`src/rtl/gr_file_mp_pkg.sv`:
```
// Shared CPU register-file definitions: default width, register index type, zero register.
package lib_cpu;

   localparam int unsigned XLEN_DEFAULT = 32;
   localparam int unsigned NREG_DEFAULT = 16;
   localparam int unsigned REG_IDX_W    = $clog2(NREG_DEFAULT);

   typedef logic [REG_IDX_W-1:0] reg_idx_t;

   // Register 0 reads as zero and ignores writes and claims.
   localparam reg_idx_t REG_ZERO = '0;

endpackage : lib_cpu

```
`src/rtl/gr_file_mp_scoreboard.sv`:
```
// Write-pending scoreboard: one busy flop per register, ordered flush/write/claim
// update, registered population count and an unclaimed-write diagnostic pulse.
module gr_scoreboard
   import lib_cpu::*;
#(
   parameter  int unsigned NREG = 16,
   localparam int unsigned AW   = $clog2(NREG)
) (
   input  logic            clk,
   input  logic            reset_n,
   input  logic [NREG-1:0] wr_hit,
   input  logic            claim_en,
   input  logic [AW-1:0]   claim_addr,
   input  logic            flush,
   output logic [NREG-1:0] busy,
   output logic [AW:0]     busy_cnt,
   output logic            wr_unclaimed
);

   localparam int unsigned CW = AW + 1;

   logic [NREG-1:0] busy_nxt;
   logic [AW:0]     cnt_nxt;
   logic            unc_nxt;

   // Next busy vector: flush clears, writes clear, a claim then sets (claim wins).
   always_comb begin
      busy_nxt = busy;
      if (flush) begin
         busy_nxt = '0;
      end
      busy_nxt = busy_nxt & ~wr_hit;
      if (claim_en && (claim_addr != AW'(REG_ZERO))) begin
         busy_nxt[claim_addr] = 1'b1;
      end
   end

   // Population count of the next busy vector, registered alongside it.
   always_comb begin
      cnt_nxt = '0;
      for (int unsigned r = 0; r < NREG; r++) begin
         cnt_nxt = cnt_nxt + CW'(busy_nxt[r]);
      end
   end

   // A write landing on a register that was not pending, unless squashed by flush.
   always_comb begin
      unc_nxt = !flush && (|(wr_hit & ~busy));
   end

   // Scoreboard state registers.
   always_ff @(posedge clk or negedge reset_n) begin
      if (!reset_n) begin
         busy         <= '0;
         busy_cnt     <= '0;
         wr_unclaimed <= 1'b0;
      end else begin
         busy         <= busy_nxt;
         busy_cnt     <= cnt_nxt;
         wr_unclaimed <= unc_nxt;
      end
   end

endmodule : gr_scoreboard

```
`src/rtl/gr_file_mp.sv`:
```
// Multi-port general-register file with write-pending scoreboard and optional
// same-cycle write-to-read bypass. Register 0 is hardwired to zero.
module gr_file_mp
   import lib_cpu::*;
#(
   parameter  int unsigned XLEN   = XLEN_DEFAULT,
   parameter  int unsigned NREG   = 16,
   parameter  int unsigned NRP    = 2,
   parameter  int unsigned NWP    = 2,
   parameter  int unsigned BYPASS = 1,
   localparam int unsigned AW     = $clog2(NREG)
) (
   input  logic                clk,
   input  logic                reset_n,
   input  logic [NRP*AW-1:0]   rp_addr,
   output logic [NRP*XLEN-1:0] rp_data,
   output logic [NRP-1:0]      rp_busy,
   input  logic [NWP-1:0]      wp_en,
   input  logic [NWP*AW-1:0]   wp_addr,
   input  logic [NWP*XLEN-1:0] wp_data,
   input  logic                claim_en,
   input  logic [AW-1:0]       claim_addr,
   input  logic                flush,
   output logic [AW:0]         busy_cnt,
   output logic                wr_unclaimed
);

   logic [XLEN-1:0] regs   [NREG];
   logic [XLEN-1:0] wr_val [NREG];
   logic [NREG-1:0] wr_hit;
   logic [NREG-1:0] busy;

   // Per-register write select; later ports override earlier ones, address 0 never hits.
   always_comb begin
      wr_hit = '0;
      for (int unsigned r = 0; r < NREG; r++) begin
         wr_val[r] = '0;
         for (int unsigned w = 0; w < NWP; w++) begin
            if (wp_en[w] && (wp_addr[w*AW +: AW] == AW'(r)) &&
                (wp_addr[w*AW +: AW] != AW'(REG_ZERO))) begin
               wr_hit[r] = 1'b1;
               wr_val[r] = wp_data[w*XLEN +: XLEN];
            end
         end
      end
   end

   // Register array storage.
   always_ff @(posedge clk or negedge reset_n) begin
      if (!reset_n) begin
         for (int unsigned r = 0; r < NREG; r++) begin
            regs[r] <= '0;
         end
      end else begin
         for (int unsigned r = 0; r < NREG; r++) begin
            if (wr_hit[r]) begin
               regs[r] <= wr_val[r];
            end
         end
      end
   end

   // Combinational read ports: stored value, optional bypass with the same priority, r0 forced to 0.
   always_comb begin
      rp_data = '0;
      rp_busy = '0;
      for (int unsigned p = 0; p < NRP; p++) begin
         logic [AW-1:0]   a;
         logic [XLEN-1:0] d;
         a = rp_addr[p*AW +: AW];
         d = regs[a];
         if (BYPASS != 0) begin
            for (int unsigned w = 0; w < NWP; w++) begin
               if (wp_en[w] && (wp_addr[w*AW +: AW] == a)) begin
                  d = wp_data[w*XLEN +: XLEN];
               end
            end
         end
         if (a == AW'(REG_ZERO)) begin
            d = '0;
         end
         rp_data[p*XLEN +: XLEN] = d;
         rp_busy[p]              = busy[a] && (a != AW'(REG_ZERO));
      end
   end

   gr_scoreboard #(
      .NREG (NREG)
   ) u_sb (
      .clk          (clk),
      .reset_n      (reset_n),
      .wr_hit       (wr_hit),
      .claim_en     (claim_en),
      .claim_addr   (claim_addr),
      .flush        (flush),
      .busy         (busy),
      .busy_cnt     (busy_cnt),
      .wr_unclaimed (wr_unclaimed)
   );

endmodule : gr_file_mp
```
`config.mk`:
```
export PLATFORM = sky130hd
export DESIGN_NAME = gr_file_mp
export DESIGN_NICKNAME = d
export VERILOG_FILES = /design/src/rtl/gr_file_mp_pkg.sv /design/src/rtl/gr_file_mp_scoreboard.sv /design/src/rtl/gr_file_mp.sv
export SDC_FILE = /design/constraint.sdc
export NUM_CORES = 1
export LEC_CHECK = 0
export CAP_MARGIN = 20
export CORE_MARGIN = 4
export CORE_UTILIZATION = 40
export CTS_CLUSTER_DIAMETER = 50
export DETAILED_ROUTE_END_ITERATION = 8
export HOLD_SLACK_MARGIN = 0.12
export PLACE_DENSITY = 0.66
export SYNTH_ARGS = -nofsm -noshare
export SYNTH_HDL_FRONTEND = slang
export SYNTH_HIERARCHICAL = 1
export SYNTH_SLANG_ARGS = --single-unit
export TNS_END_PERCENT = 20
```
`constraint.sdc`:
```
create_clock -name clk -period 5.65 [get_ports clk]
set_clock_uncertainty 0.1 [all_clocks]
set_input_delay 0.8475 -clock clk [delete_from_list [all_inputs] [get_ports clk]]
set_output_delay 0.8475 -clock clk [all_outputs]
set_load 0.02 [all_outputs]
```
==> results.py, run 1 <==
metrics = {
    "synth": {
        "async_flop_share": 1.00,
        "synth-main-ff-cell": "dfrtp_1",
        "synth_edf_count": 0,
        "synth_common_cells": "770 x a21oi_1, 621 x nor2_1, 534 x dfrtp_1",
        "yosysTopAreaCellShare": 0.380,
        "synth_area_leader_cell": "dfrtp_1",
        "synthCells": 3841,
        "synth_seq_area_share": 0.380,
        "synth_area_um2": 35200,
        "ys_warn_count": 6,
        "yosys-top-cells-area": "dfrtp_1 38%, mux4_2 15%, a21oi_1 11%",
        "yosysUniqueCellTypes": 55,
        "synth.avg_cell_area_um2": 9.16,
        "ys_ff_latch": 534,
        "synth.most_common_cell": "a21oi_1",
    },
    "global_route": {
        "grtUsageMet2": 0.439,
        "grt_pass1_wl_um": 204000,
        "grt_max_degree": 122,
        "top_usage_layer": "met2",
        "use_met1": 0.379,
        "grt_util_all_layers": 0.290,
        "grtUsageMet3": 0.0849,
        "grt_antenna_before_repair": 11,
        "grt_pass1_vias": 30700,
        "gr-total-overflow": 0,
    },
    "cells_and_area": {
        "nets": 3834,
        "drive_gt1_frac": 0.170,
        "final_cell_area_um2": 39900,
        "post-route-util": 0.459,
        "area_growth_pct": 13.5,
    },
    "power_and_ir_drop": {
        "power_frac_seq": 0.385,
        "p_leak_nw": 16.0,
        "powerDensity_nw_per_um2": 351,
        "totalPowerFinal_mw": 14.0,
        "share_comb_of_total_power": 0.266,
        "power_switching_mw": 4.44,
        "p_clk_frac": 0.349,
        "p_int_mw": 9.58,
        "vdd_drop_max_mv": 0.206,
        "swShare": 0.317,
    },
    "drt": {
        "num_vias": 31800,
        "drt_iter0_drc": 4410,
        "wl_per_cell_um": 28.0,
        "wirelength_um": 138000,
        "postRouteAntennaNets": 0,
        "route.detailed.drc": 0,
        "viasPerCell": 6.44,
        "dr.pass1.iters": 6,
    },
    "clock_network": {
        "clk_path_buf_depth": 3,
        "ctsResizeCount": 0,
        "clk_latency_ns": 0.62,
        "postCtsHoldBufs": 0,
        "h-tree-depth": 3,
        "cts_setup_buffers": 0,
        "cts_tree": "built",
        "numClockSinks": 534,
        "path_clk_slew_ns": 0.06,
        "cts-root-buf": "clkbuf_16",
        "cts_made_buffers": 71,
    },
    "placement": {
        "gp_congestion": 0.905,
        "dpl_cell_area_um2": 37400,
        "hpwlAfterDp_um": 77300,
        "port_buffers": 161,
    },
    "floorplan": {
        "fp-row-count": 108,
        "dieHeight_um": 305,
        "ios": 162,
        "start_util": 0.404,
        "dieArea_um2": 92800,
        "die_w_um": 305,
        "coreArea_um2": 87000,
    },
    "worst_hold_path": {
        "hp-class": "in -> async",
    },
    "critical_path": {
        "startpoint_type": "input port",
        "critical_path_required_ns": 6.05,
        "cp-end-kind": "flip-flop",
        "crit_path_max_fanout": 4,
        "critPathKind": "in -> reg",
        "arrival_ns": 5.69,
    },
    "sta": {
        "maxSlewViolCount": 0,
        "fmax_mhz": 189,
        "rsz0062_at_grt": "no",
        "min_period_ns": 5.29,
        "setup_viol": 0,
        "fin_crit_sh": 0.937,
        "worst-slew-pin-transition_ns": 1.05,
        "maxSlewHeadroom": 0.300,
        "fin_setup_tns_ns": 0,
        "finalHoldViolations": 0,
    },
    "run_status": {
        "status": "finished, final reports clean",
    },
    "job": {
        "max-cap-violations": 0,
    },
}
[area by class of cell]
type	instances	area, µm²
fill	8176	47100
multi-input combinational	2740	19500
sequential	534	13400
timing repair buffer	296	2800
clock buffer	92	2030
tap	1155	1450
clock inverter	34	477
inverter	81	304
antenna	7	17.5
[flip-flops by register name, summed over array words and instances (netlist names)]
register and cells:
u_sb/busy 16, u_sb/wr_unclaimed 1, regs 512, u_sb/busy_cnt 5
[layout by cell type, fill, tap and decap left out, drive strengths merged, types with 40 or more instances in the layout]
master / count
o21ai: 192
a22o: 67
inv: 86
nor3: 260
clkdlybuf4s50: 150
mux2i: 194
mux4: 232
nand3: 40
a221oi: 66
buf: 144
clkbuf: 94
dfrtp: 534
nand2: 185
a21oi: 770
nor2: 623
[through the flow]
step                      hold WS (ns)  setup slack [ns]  std cells
after global placement           0.276            -0.170       4806
final                           0.0959             0.359       4939
after floorplan                  0.341            0.0162       3842
after detailed placement         0.282            -0.162       4806
after CTS                        0.141             0.495       4932
after global routing             0.180             0.137       4933
[path summary, 6_finish.rpt]
| check | depth (start not counted) | end | slack, ns | from |
|---|---|---|---|---|
| hold reg to reg | 0 | regs[487] | 0.29 | regs[487] |
| min in group clk | 0 | regs[487] | 0.29 | regs[487] |
| setup reg to reg | 15 | u_sb/busy_cnt[4] | 1.17 | u_sb/busy[1] |
| setup / recovery | 16 | u_sb/busy_cnt[4] | 0.36 | wp_addr[4] |
| hold / removal | 1 | regs[359] | 0.1 | reset_n |
| max in group asynchronous | 2 | regs[437] | 4.12 | reset_n |
[kinds of logic (layout without fill, tap and decap cells)]
family | Yosys count | after routing | share of synthesized area
other cells | 1 | 9 | 0.000107
fa+ha+maj | 20 | 20 | 0.00946
mux | 428 | 428 | 0.204
flops | 534 | 534 | 0.380
buf+inv | 568 | 503 | 0.0715
simple gates | 1155 | 1155 | 0.144
compound gates | 1117 | 1117 | 0.186
xor+xnor | 18 | 18 | 0.00448
[critical path, cell delays in order]
cell and delay, ns:
clkdlybuf4s50_1 0.59, and3_1 0.30, and2_2 0.19, or2_2 0.32, o32a_1 0.33, fa_1 0.54
fa_1 0.53, fa_1 0.52, inv_1 0.05, fa_1 0.46, fa_1 0.44, inv_1 0.10
fa_1 0.21, inv_1 0.05, a21oi_1 0.14, o21bai_1 0.07
[per-layer routing]
layer  up-vias  wire, µm  part of all wire
li1      13500         -                 -
met1     15500     52800              0.38
met2      2262     60600              0.44
met3       536     17100              0.12
met4        16      7810             0.056
met5         -       106           0.00077
[power groups by stage]
stage / combinational [mW] / sequential (mW) / clock (mW)
after global routing: 4.02 / 5.49 / 5.07
after global placement: 3.61 / 5.37 / 0
after floorplan: 2.66 / 5.19 / 0
after detailed placement: 3.69 / 5.42 / 0
after CTS: 3.70 / 5.36 / 4.92
final: 3.73 / 5.41 / 4.89
(Power assumes the default switching activity.)
==> run 2, diff against run 1 <==
==> constraint.sdc (replaced) <==
create_clock -name clk -period 5.65 [get_ports clk]
set_clock_uncertainty 0.1 [all_clocks]
set_input_delay 0.565 -clock clk [delete_from_list [all_inputs] [get_ports clk]]
set_output_delay 0.565 -clock clk [all_outputs]
set_load 0.02 [all_outputs]
==> run 2 against run 1 <==
Compared with the run above: clock-buffer cell count down 4; via count down 0.42%; sequential cell count is the same; core utilization down 0.47 points; sequential power about the same; critical path depth grew 3; combinational power about the same; sequential share of layout area up 0.35 points; cell count down 0.73%; maximum frequency grew 4.4%; die area unchanged; largest power group unchanged.
==> results.py, run 2 (synthesized netlist as in run 1, its figures left out) <==
metrics = {
    "run_status": {
        "status": "finished, final reports clean",
    },
    "clock_network": {
        "clk_latency_ns": 0.61,
        "cts_setup_buffers": 0,
        "ctsResizeCount": 0,
        "postCtsHoldBufs": 1,
        "clk_path_buf_depth": 3,
        "cts-root-buf": "clkbuf_16",
        "h-tree-depth": 3,
        "numClockSinks": 534,
        "cts_tree": "built",
        "cts_made_buffers": 70,
        "path_clk_slew_ns": 0.06,
    },
    "global_route": {
        "grt_max_degree": 135,
        "grt_antenna_before_repair": 15,
        "grt_util_all_layers": 0.291,
        "grt_pass1_vias": 31100,
        "gr-total-overflow": 0,
        "grt_pass1_wl_um": 204000,
    },
    "critical_path": {
        "crit_path_max_fanout": 5,
        "startpoint_type": "input port",
        "cp_common_cell": "fa_1",
        "cp_slowest_cell": "clkdlybuf4s50_1",
        "max_stage_delay_ns": 0.68,
        "arrival_ns": 5.47,
        "critPathKind": "in -> reg",
        "cp-end-kind": "flip-flop",
        "critical_path_required_ns": 6.05,
        "crit_chain": "clkdlybuf4s50_1 -> nand2_1 -> nor2_1 -> nand2_2 -> nand2_1 -> o32ai_1 -> fa_1 -> ha_1 -> inv_1 -> fa_1 -> fa_1 -> inv_1 -> fa_1 -> fa_1 -> inv_1 -> fa_1 -> inv_1 -> a21oi_1 -> o21bai_1",
    },
    "worst_hold_path": {
        "hp-class": "reg -> reg",
    },
    "sta": {
        "fmax_mhz": 197,
        "setup_viol": 0,
        "maxSlewHeadroom": 0.231,
        "fin_setup_tns_ns": 0,
        "worst-slew-pin-transition_ns": 1.15,
        "maxSlewViolCount": 0,
        "min_period_ns": 5.07,
        "finalHoldViolations": 0,
        "rsz0062_at_grt": "no",
        "fin_crit_sh": 0.897,
    },
    "drt": {
        "postRouteAntennaNets": 0,
        "wirelength_um": 139000,
        "dr.pass1.iters": 6,
        "num_vias": 31700,
        "viasPerCell": 6.46,
        "wl_per_cell_um": 28.3,
        "route.detailed.drc": 0,
        "drt_iter0_drc": 4430,
    },
    "power_and_ir_drop": {
        "powerDensity_nw_per_um2": 348,
        "vdd_drop_max_mv": 0.178,
        "p_leak_nw": 15.7,
    },
    "placement": {
        "gp_congestion": 0.928,
        "port_buffers": 161,
        "hpwlAfterDp_um": 76500,
    },
    "floorplan": {
        "fp-row-count": 108,
        "dieArea_um2": 92800,
        "die_w_um": 305,
        "ios": 162,
        "dieHeight_um": 305,
        "coreArea_um2": 87000,
        "start_util": 0.404,
    },
    "cells_and_area": {
        "nets": 3802,
        "post-route-util": 0.454,
        "largest_reg_flops": 512,
        "top_register": "regs",
        "final_common_cell": "a21oi_1",
        "drive_gt1_frac": 0.159,
        "reg_top3": "regs x512, u_sb/busy x16, u_sb/busy_cnt x5",
        "multi_input_area_um2": 19500,
        "mostFrequentLayoutCells": "770 x a21oi_1, 620 x nor2_1, 534 x dfrtp_1, 231 x mux4_2, 227 x nor3_1",
        "ff_latch_area_um2": 13400,
        "area_growth_pct": 12.3,
        "num-fill-cells": 8276,
    },
    "job": {
        "max-cap-violations": 0,
    },
}
run 2: routing by layer:
| metal | vias up | global-route usage | part of all wire |
|---|---|---|---|
| li1 | 13400 | - | - |
| met1 | 15300 | 0.378 | 0.37 |
| met2 | 2303 | 0.433 | 0.43 |
| met3 | 577 | 0.0922 | 0.13 |
| met4 | 16 | 0.163 | 0.063 |
| met5 | - | 0 | 0.00079 |
run 2: worst max-delay path, delay by kind of cell:
| kind | cells | cell delay, ns |
|---|---|---|
| simple gates | 4 | 0.74 |
| fa+ha+maj | 7 | 2.89 |
| buf+inv | 5 | 0.94 |
| compound gates | 3 | 0.33 |
run 2: final timing paths:
path                                    from               end  slack (ns)  depth (start not counted)
worst max-delay path              wp_addr[4]  u_sb/busy_cnt[4]        0.58                         19
worst min-delay path               regs[489]         regs[489]        0.29                          0
worst max register to register  u_sb/busy[3]  u_sb/busy_cnt[4]        1.24                         15
worst min register to register     regs[489]         regs[489]        0.29                          0
max in group asynchronous            reset_n         regs[316]        3.61                          3
min in group asynchronous            reset_n         regs[424]        0.53                          2
run 2: area by class of cell:
cell class	instances	share of cell area
Antenna cell	8	0.000507
Inverter	81	0.00770
Clock inverter	32	0.0111
Tap cell	1155	0.0366
Clock buffer	88	0.0479
Timing Repair Buffer	265	0.0651
Sequential cell	534	0.338
Multi-Input combinational cell	2740	0.493
run 2: per-stage QoR:
| step | instances | power [mW] | worst slack (ns) | cell area [µm²] | hold slack, ns |
|---|---|---|---|---|---|
| final | 4903 | 13.8 | 0.582 | 39500 | 0.293 |
| after global routing | 4896 | 14.3 | 0.402 | 39500 | 0.306 |
| after CTS | 4895 | 13.7 | 0.635 | 39500 | 0.296 |
| after detailed placement | 4774 | 9.11 | 0.0325 | 37100 | 0.283 |
| after global placement | 4774 | 8.98 | 0.0224 | 37100 | 0.276 |
| after floorplan | 3842 | 7.84 | 0.299 | 35200 | 0.169 |
run 2: report_power, final:
group	switching [mW]	total, mW	internal (mW)	leakage [nW]
logic	1.85	3.72	1.87	8.09
clock network	1.84	4.63	2.79	1.12
registers	0.710	5.41	4.70	6.51
total	4.40	13.8	9.36	15.7
